### src/rtl/instr_encoder_pkg.sv
// Shared definitions for the instruction encoder: op codes, 17-bit opcode
// patterns, instruction word field positions and the word type.
package instr_pkg;

    typedef enum logic [3:0] {
        OP_MOV = 4'd0,
        OP_JMP = 4'd1,
        OP_CLR = 4'd2,
        OP_LDI = 4'd3,
        OP_ADD = 4'd4,
        OP_SUB = 4'd5,
        OP_DIV = 4'd6,
        OP_MUL = 4'd7,
        OP_SHL = 4'd8,
        OP_SHR = 4'd9
    } op_t;

    localparam logic [16:0] OPC_MOV = 17'b10000000010101010;
    localparam logic [16:0] OPC_JMP = 17'b10000001101010101;
    localparam logic [16:0] OPC_CLR = 17'b10000010011011011;
    localparam logic [16:0] OPC_LDI = 17'b10000011111111111;
    localparam logic [16:0] OPC_ADD = 17'b10000101101111100;
    localparam logic [16:0] OPC_SUB = 17'b10001011010101010;
    localparam logic [16:0] OPC_DIV = 17'b10000111000000001;
    localparam logic [16:0] OPC_MUL = 17'b10001000101111011;
    localparam logic [16:0] OPC_SHL = 17'b10001001011110110;
    localparam logic [16:0] OPC_SHR = 17'b10001010101110111;

    localparam int OPC_HI = 31;
    localparam int OPC_LO = 15;
    localparam int A_LO   = 10;
    localparam int B_LO   = 5;
    localparam int OPER_W = 5;

    typedef logic [31:0] word_t;

endpackage

### src/rtl/instr_encoder_if.sv
// Host-side and memory-side handshake bundle of the instruction encoder.
// master = host/test driver, slave = encoder.
interface instr_encoder_if #(
    parameter int DEPTH  = 4,
    parameter int ADDR_W = 5
);
    localparam int CNT_W = $clog2(DEPTH) + 1;

    logic              in_valid;
    logic              in_ready;
    logic [3:0]        in_op;
    logic [4:0]        in_a;
    logic [4:0]        in_b;
    logic              out_valid;
    logic              out_ready;
    logic [31:0]       out_instr;
    logic [ADDR_W-1:0] out_addr;
    logic [CNT_W-1:0]  count;
    logic              err_illegal;

    modport master (
        output in_valid, in_op, in_a, in_b, out_ready,
        input  in_ready, out_valid, out_instr, out_addr, count, err_illegal
    );

    modport slave (
        input  in_valid, in_op, in_a, in_b, out_ready,
        output in_ready, out_valid, out_instr, out_addr, count, err_illegal
    );

endinterface

### src/rtl/instr_encoder_fifo.sv
// Show-ahead FIFO holding encoded words; pointers carry an extra wrap bit
// so full and empty are distinguishable without a separate counter.
module instr_fifo #(
    parameter int DEPTH = 4,
    parameter int WIDTH = 37
) (
    input  logic                     clk,
    input  logic                     reset,
    input  logic                     push,
    input  logic [WIDTH-1:0]         push_data,
    input  logic                     pop,
    output logic [WIDTH-1:0]         head_data,
    output logic                     full,
    output logic                     empty,
    output logic [$clog2(DEPTH):0]   count
);
    localparam int PTR_W = $clog2(DEPTH);

    logic [WIDTH-1:0] mem [DEPTH];
    logic [PTR_W:0]   wr_ptr_reg;
    logic [PTR_W:0]   rd_ptr_reg;
    logic             do_push;
    logic             do_pop;

    assign full    = (wr_ptr_reg[PTR_W] != rd_ptr_reg[PTR_W]) &&
                     (wr_ptr_reg[PTR_W-1:0] == rd_ptr_reg[PTR_W-1:0]);
    assign empty   = (wr_ptr_reg == rd_ptr_reg);
    assign count   = wr_ptr_reg - rd_ptr_reg;
    assign do_push = push && !full;
    assign do_pop  = pop && !empty;

    always_ff @(posedge clk) begin
        if (reset) begin
            wr_ptr_reg <= '0;
            rd_ptr_reg <= '0;
        end else begin
            if (do_push) wr_ptr_reg <= wr_ptr_reg + 1'b1;
            if (do_pop)  rd_ptr_reg <= rd_ptr_reg + 1'b1;
        end
    end

    always_ff @(posedge clk) begin
        if (do_push) mem[wr_ptr_reg[PTR_W-1:0]] <= push_data;
    end

    // Stale storage is masked so the head reads zero whenever nothing is queued.
    assign head_data = empty ? '0 : mem[rd_ptr_reg[PTR_W-1:0]];

endmodule

### src/rtl/instr_encoder.sv
// Packs symbolic instructions into 32-bit words tagged with a load address
// and queues them. Optional macro ENC_PARITY_EN: bit 0 becomes even parity.
module instr_encoder
    import instr_pkg::*;
#(
    parameter int DEPTH  = 4,
    parameter int ADDR_W = 5
) (
    input  logic           clk,
    input  logic           reset,
    instr_encoder_if.slave bus
);
    localparam int FIFO_W = 32 + ADDR_W;

    op_t               op;
    logic [16:0]       opcode;
    logic              legal;
    word_t             word;
    logic              accept;
    logic              push;
    logic              full;
    logic              empty;
    logic [FIFO_W-1:0] head;
    logic [ADDR_W-1:0] addr_ctr_reg;
    logic              err_reg;

    assign op = op_t'(bus.in_op);

    always_comb begin
        opcode = '0;
        legal  = 1'b1;
        case (op)
            OP_MOV:  opcode = OPC_MOV;
            OP_JMP:  opcode = OPC_JMP;
            OP_CLR:  opcode = OPC_CLR;
            OP_LDI:  opcode = OPC_LDI;
            OP_ADD:  opcode = OPC_ADD;
            OP_SUB:  opcode = OPC_SUB;
            OP_DIV:  opcode = OPC_DIV;
            OP_MUL:  opcode = OPC_MUL;
            OP_SHL:  opcode = OPC_SHL;
            OP_SHR:  opcode = OPC_SHR;
            default: legal  = 1'b0;
        endcase
    end

    always_comb begin
        word                       = '0;
        word[OPC_HI:OPC_LO]        = opcode;
        word[A_LO +: OPER_W]       = bus.in_a;
        word[B_LO +: OPER_W]       = bus.in_b;
`ifdef ENC_PARITY_EN
        word[0]                    = ^word[31:1];
`endif
    end

    // Illegal ops still complete the handshake; they just never reach the FIFO.
    assign accept = bus.in_valid && !full;
    assign push   = accept && legal;

    always_ff @(posedge clk) begin
        if (reset) begin
            addr_ctr_reg <= '0;
            err_reg      <= 1'b0;
        end else if (accept) begin
            if (legal) addr_ctr_reg <= addr_ctr_reg + 1'b1;
            else       err_reg      <= 1'b1;
        end
    end

    instr_fifo #(
        .DEPTH (DEPTH),
        .WIDTH (FIFO_W)
    ) u_fifo (
        .clk       (clk),
        .reset     (reset),
        .push      (push),
        .push_data ({word, addr_ctr_reg}),
        .pop       (bus.out_ready),
        .head_data (head),
        .full      (full),
        .empty     (empty),
        .count     (bus.count)
    );

    assign bus.in_ready    = !full;
    assign bus.out_valid   = !empty;
    assign bus.out_instr   = head[FIFO_W-1:ADDR_W];
    assign bus.out_addr    = head[ADDR_W-1:0];
    assign bus.err_illegal = err_reg;

endmodule

### src/flat_wrapper.sv
// flat-port wrapper written by rule: the top's interface ports become plain ports
module instr_encoder_flat import instr_pkg::*;
#(
    parameter int DEPTH  = 4,
    parameter int ADDR_W = 5
)
  (clk, reset, bus_in_valid, bus_in_op, bus_in_a, bus_in_b, bus_out_ready, bus_in_ready, bus_out_valid, bus_out_instr, bus_out_addr, bus_count, bus_err_illegal);
  instr_encoder_if #(.DEPTH(DEPTH), .ADDR_W(ADDR_W)) bus_i ();
  input  logic clk;
  input  logic reset;
  input wire logic [$bits(bus_i.in_valid)-1:0] bus_in_valid;
  input wire logic [$bits(bus_i.in_op)-1:0] bus_in_op;
  input wire logic [$bits(bus_i.in_a)-1:0] bus_in_a;
  input wire logic [$bits(bus_i.in_b)-1:0] bus_in_b;
  input wire logic [$bits(bus_i.out_ready)-1:0] bus_out_ready;
  output wire logic [$bits(bus_i.in_ready)-1:0] bus_in_ready;
  output wire logic [$bits(bus_i.out_valid)-1:0] bus_out_valid;
  output wire logic [$bits(bus_i.out_instr)-1:0] bus_out_instr;
  output wire logic [$bits(bus_i.out_addr)-1:0] bus_out_addr;
  output wire logic [$bits(bus_i.count)-1:0] bus_count;
  output wire logic [$bits(bus_i.err_illegal)-1:0] bus_err_illegal;
  assign bus_i.in_valid = bus_in_valid;
  assign bus_i.in_op = bus_in_op;
  assign bus_i.in_a = bus_in_a;
  assign bus_i.in_b = bus_in_b;
  assign bus_i.out_ready = bus_out_ready;
  assign bus_in_ready = bus_i.in_ready;
  assign bus_out_valid = bus_i.out_valid;
  assign bus_out_instr = bus_i.out_instr;
  assign bus_out_addr = bus_i.out_addr;
  assign bus_count = bus_i.count;
  assign bus_err_illegal = bus_i.err_illegal;
  instr_encoder #(.DEPTH(DEPTH), .ADDR_W(ADDR_W)) u_core (.clk(clk), .reset(reset), .bus(bus_i));
endmodule
### config.mk
export PLATFORM = sky130hd
export DESIGN_NAME = instr_encoder_flat
export DESIGN_NICKNAME = d
export VERILOG_FILES = /design/src/rtl/instr_encoder_pkg.sv /design/src/rtl/instr_encoder_if.sv /design/src/rtl/instr_encoder_fifo.sv /design/src/rtl/instr_encoder.sv /design/src/flat_wrapper.sv
export SDC_FILE = /design/constraint.sdc
export NUM_CORES = 1
export LEC_CHECK = 0
export ABC_AREA = 1
export CAP_MARGIN = 20
export CORE_MARGIN = 4
export CORE_UTILIZATION = 60
export DETAILED_ROUTE_END_ITERATION = 8
export GPL_TIMING_DRIVEN = 0
export PLACE_DENSITY = 0.9
export RECOVER_POWER = 50
export SKIP_LAST_GASP = 1
export SYNTH_ARGS = -nofsm -noshare
export SYNTH_HDL_FRONTEND = slang
export SYNTH_HIERARCHICAL = 1
export SYNTH_SLANG_ARGS = --single-unit
export TNS_END_PERCENT = 100
### constraint.sdc
create_clock -name clk -period 5.6 [get_ports clk]
set_input_delay 1.12 -clock clk [delete_from_list [all_inputs] [get_ports clk]]
set_output_delay 1.12 -clock clk [all_outputs]
set_load 0.01 [all_outputs]
==> impl_metrics.py <==
metrics = {
    "sta": {
        "skew_ns": 0.007618,
        "min_period_ns": 4.279,
        "drv_slew": 15,
        "setup_viol": 0,
        "whs_ns": 0.4707,
        "final_hold_viol_count": 0,
        "tns_ns": 0,
        "relSlewSlack_pct": -9.717,
        "rsz0062_at_grt": "false",
        "period_share_pct": 76.41,
        "tightest_slew_ns": 1.640,
        "fmax_ghz": 0.2337,
    },
    "global_routing": {
        "grt_pass1_vias": 5098,
        "antenna_found_initial": 0,
        "grt_start_max_net_pins": 38,
        "grt-ovfl-total": 0,
        "grt_usage_pct": 24.98,
        "grt_pass1_wl_um": 24750,
    },
    "yosys": {
        "synth_most_common_cell": "nor2_1",
        "ys_warn_count": 6,
        "ys_ff_latch": 162,
        "synth_top_cell_area_share_pct": 64.28,
        "postSynth.asyncResetShare_pct": 0,
        "syn_area_sq_um": 6914,
        "synth_flop_cell": "edfxtp_1",
        "yosysSeqAreaShare_pct": 68.33,
        "ys_types": 31,
        "synth_edf_count": 148,
        "synth_area_per_cell_sq_um": 11.41,
        "synthTopCellsByArea": "edfxtp_1 64%, nor2_1 9.4%, o21ai_1 4.3%",
        "synthTopCellsByCount": "174 x nor2_1, 148 x edfxtp_1, 60 x o21ai_1",
        "syn_inst": 606,
        "yosysTopAreaCell": "edfxtp_1",
    },
    "floorplanning": {
        "io_pins": 61,
        "core_area_sq_um": 11080,
        "die_y_um": 115.3,
        "rows": 38,
        "die_w_um": 115.3,
        "dieArea_sq_um": 13300,
        "initial_core_util_pct": 62.41,
    },
    "finish": {
        "multi_input_area_sq_um": 1939,
        "drive_above_1_share_pct": 10.41,
        "ff_latch_area_sq_um": 4725,
        "area_delta_synth_final_pct": 22.04,
        "finalNonFillerCells": 870,
        "largest_register_ffs": 148,
        "fillers": 717,
        "antenna_cells": 0,
        "nets": 745,
    },
    "worst_setup_path": {
        "path_class": "in2reg",
        "required_ns": 5.72,
        "crit_path_start_kind": "input pin",
        "arrival_ns": 4.40,
        "critPathMaxFanout": 23,
        "crit_path_end_kind": "flip-flop",
    },
    "placement": {
        "numPortBuffers": 59,
        "dp_cells": 839,
        "gp_congestion": 0.8610,
        "hpwl_um": 9366,
    },
    "clock_network": {
        "clkTransAtPathRegs_ns": 0.06,
        "cts_buffers": 17,
        "tritoncts": "yes",
        "cts_setup_buffers": 0,
        "clk_latency_ns": 0.42,
        "cts.sinks": 162,
        "cts_buffer_depth": 2,
        "cts_root_buf": "clkbuf_16",
        "cts_hold_buffers": 0,
        "h-tree-depth": 4,
        "cts_resized": 0,
    },
    "routing": {
        "wl_per_cell_um": 17.89,
        "route.detailed.drc": 0,
        "ant_nets": 0,
        "dr.pass1.iters": 5,
        "detail_route.iter0.violations": 469,
        "avgViaCountPerCell": 5.632,
        "vias": 4900,
        "routed_wl_um": 15570,
    },
    "status": {
        "violations": "capacitance limit, slew limit",
        "outcome": "complete, but fails checks",
    },
    "power": {
        "pwr_density_cell_nw_per_um2": 413.7,
        "peakVddDrop_mv": 0.2189,
        "finalPower_mw": 3.491,
        "leakage_nw": 3.097,
    },
    "flow_run": {
        "max_cap_viol_count": 1,
    },
    "min_path": {
        "hp-class": "reg2reg",
    },
}
## cells by family (layout without fill, tap and decap cells)
group	count (synthesis)	count (layout)	share of synthesized area, %
AND/OR/NAND/NOR	245	245	14.64
flip-flops	162	162	68.33
AO/OA/AOI/OAI	125	125	10.19
buffers and inverters	63	156	4.922
adder cells (fa/ha/maj)	9	9	1.737
other	1	32	0.05424
XOR/XNOR	1	1	0.1267
## final cells by class
type / count / area share (%)
multi-input combinational: 412 / 22.98
clock inverter: 10 / 1.898
buffer: 28 / 2.476
inverter: 35 / 1.557
tap: 140 / 2.076
clock buffer: 21 / 5.219
timing repair buffer: 62 / 7.800
sequential: 162 / 55.99
## critical path, cell delays in order
cell and delay (ns):
dlygate4sd3_1 0.64, nor2_1 0.22, nor2_1 0.13, nor2_1 0.54
nand2_1 0.19, nor2_1 1.25, buf_16 0.27
## power breakdown
part	internal, mW	switching [mW]
clock network	0.741	0.442
registers	1.38	0.0222
logic	0.398	0.512
total	2.51	0.976
## worst paths after layout
kind                                                   from  slack [ns]  cells past startpoint                  endpoint
worst max-delay path                           bus_in_op[2]        1.32                      7  u_core/u_fifo/mem[2][18]
worst min-delay path                 u_core/bus.err_illegal        0.47                      2    u_core/bus.err_illegal
worst max register to register  u_core/u_fifo/wr_ptr_reg[0]        1.69                     12  u_core/u_fifo/mem[2][18]
worst min register to register       u_core/bus.err_illegal        0.47                      2    u_core/bus.err_illegal
## routing by layer
metal / track usage [%] / vias to the layer above / routed length, um
li1: - / 2275 / -
met1: 29.80 / 2350 / 6083
met2: 43.13 / 245 / 8016
met3: 5.316 / 30 / 1121
met4: 12.21 / 0 / 345
met5: 0 / - / 0
## per-stage QoR
step | setup WS [ns] | util (%) | area (sq um)
floorplan | 1.876 | - | 7030
global placement | 0.2216 | 70.38 | 7796
detailed placement | 2.059 | 71.19 | 7886
CTS | 1.828 | 76.61 | 8487
global route | 1.120 | 76.17 | 8438
finish | 1.321 | 76.17 | 8438
## placed cells by master (no fill, tap or decap), drive strengths merged
| cell | instances |
|---|---|
| nor2 | 178 |
| edfxtp | 148 |
| o21ai | 78 |
| a21oi | 47 |
| clkdlybuf4s50 | 44 |
| nand2 | 42 |
| inv | 34 |
| conb | 32 |
| clkbuf | 30 |
| buf | 22 |
| nand3 | 17 |
| dlygate4sd3 | 15 |
| dfxtp | 14 |
| ha | 8 |
| bufinv | 4 |
| clkinv | 4 |
| clkinvlp | 3 |
| nand4 | 3 |
| and2 | 2 |
| nand3b | 2 |
| nor3 | 1 |
| xnor2 | 1 |
| fa | 1 |
No activity file was read; power rests on OpenSTA's default activity.
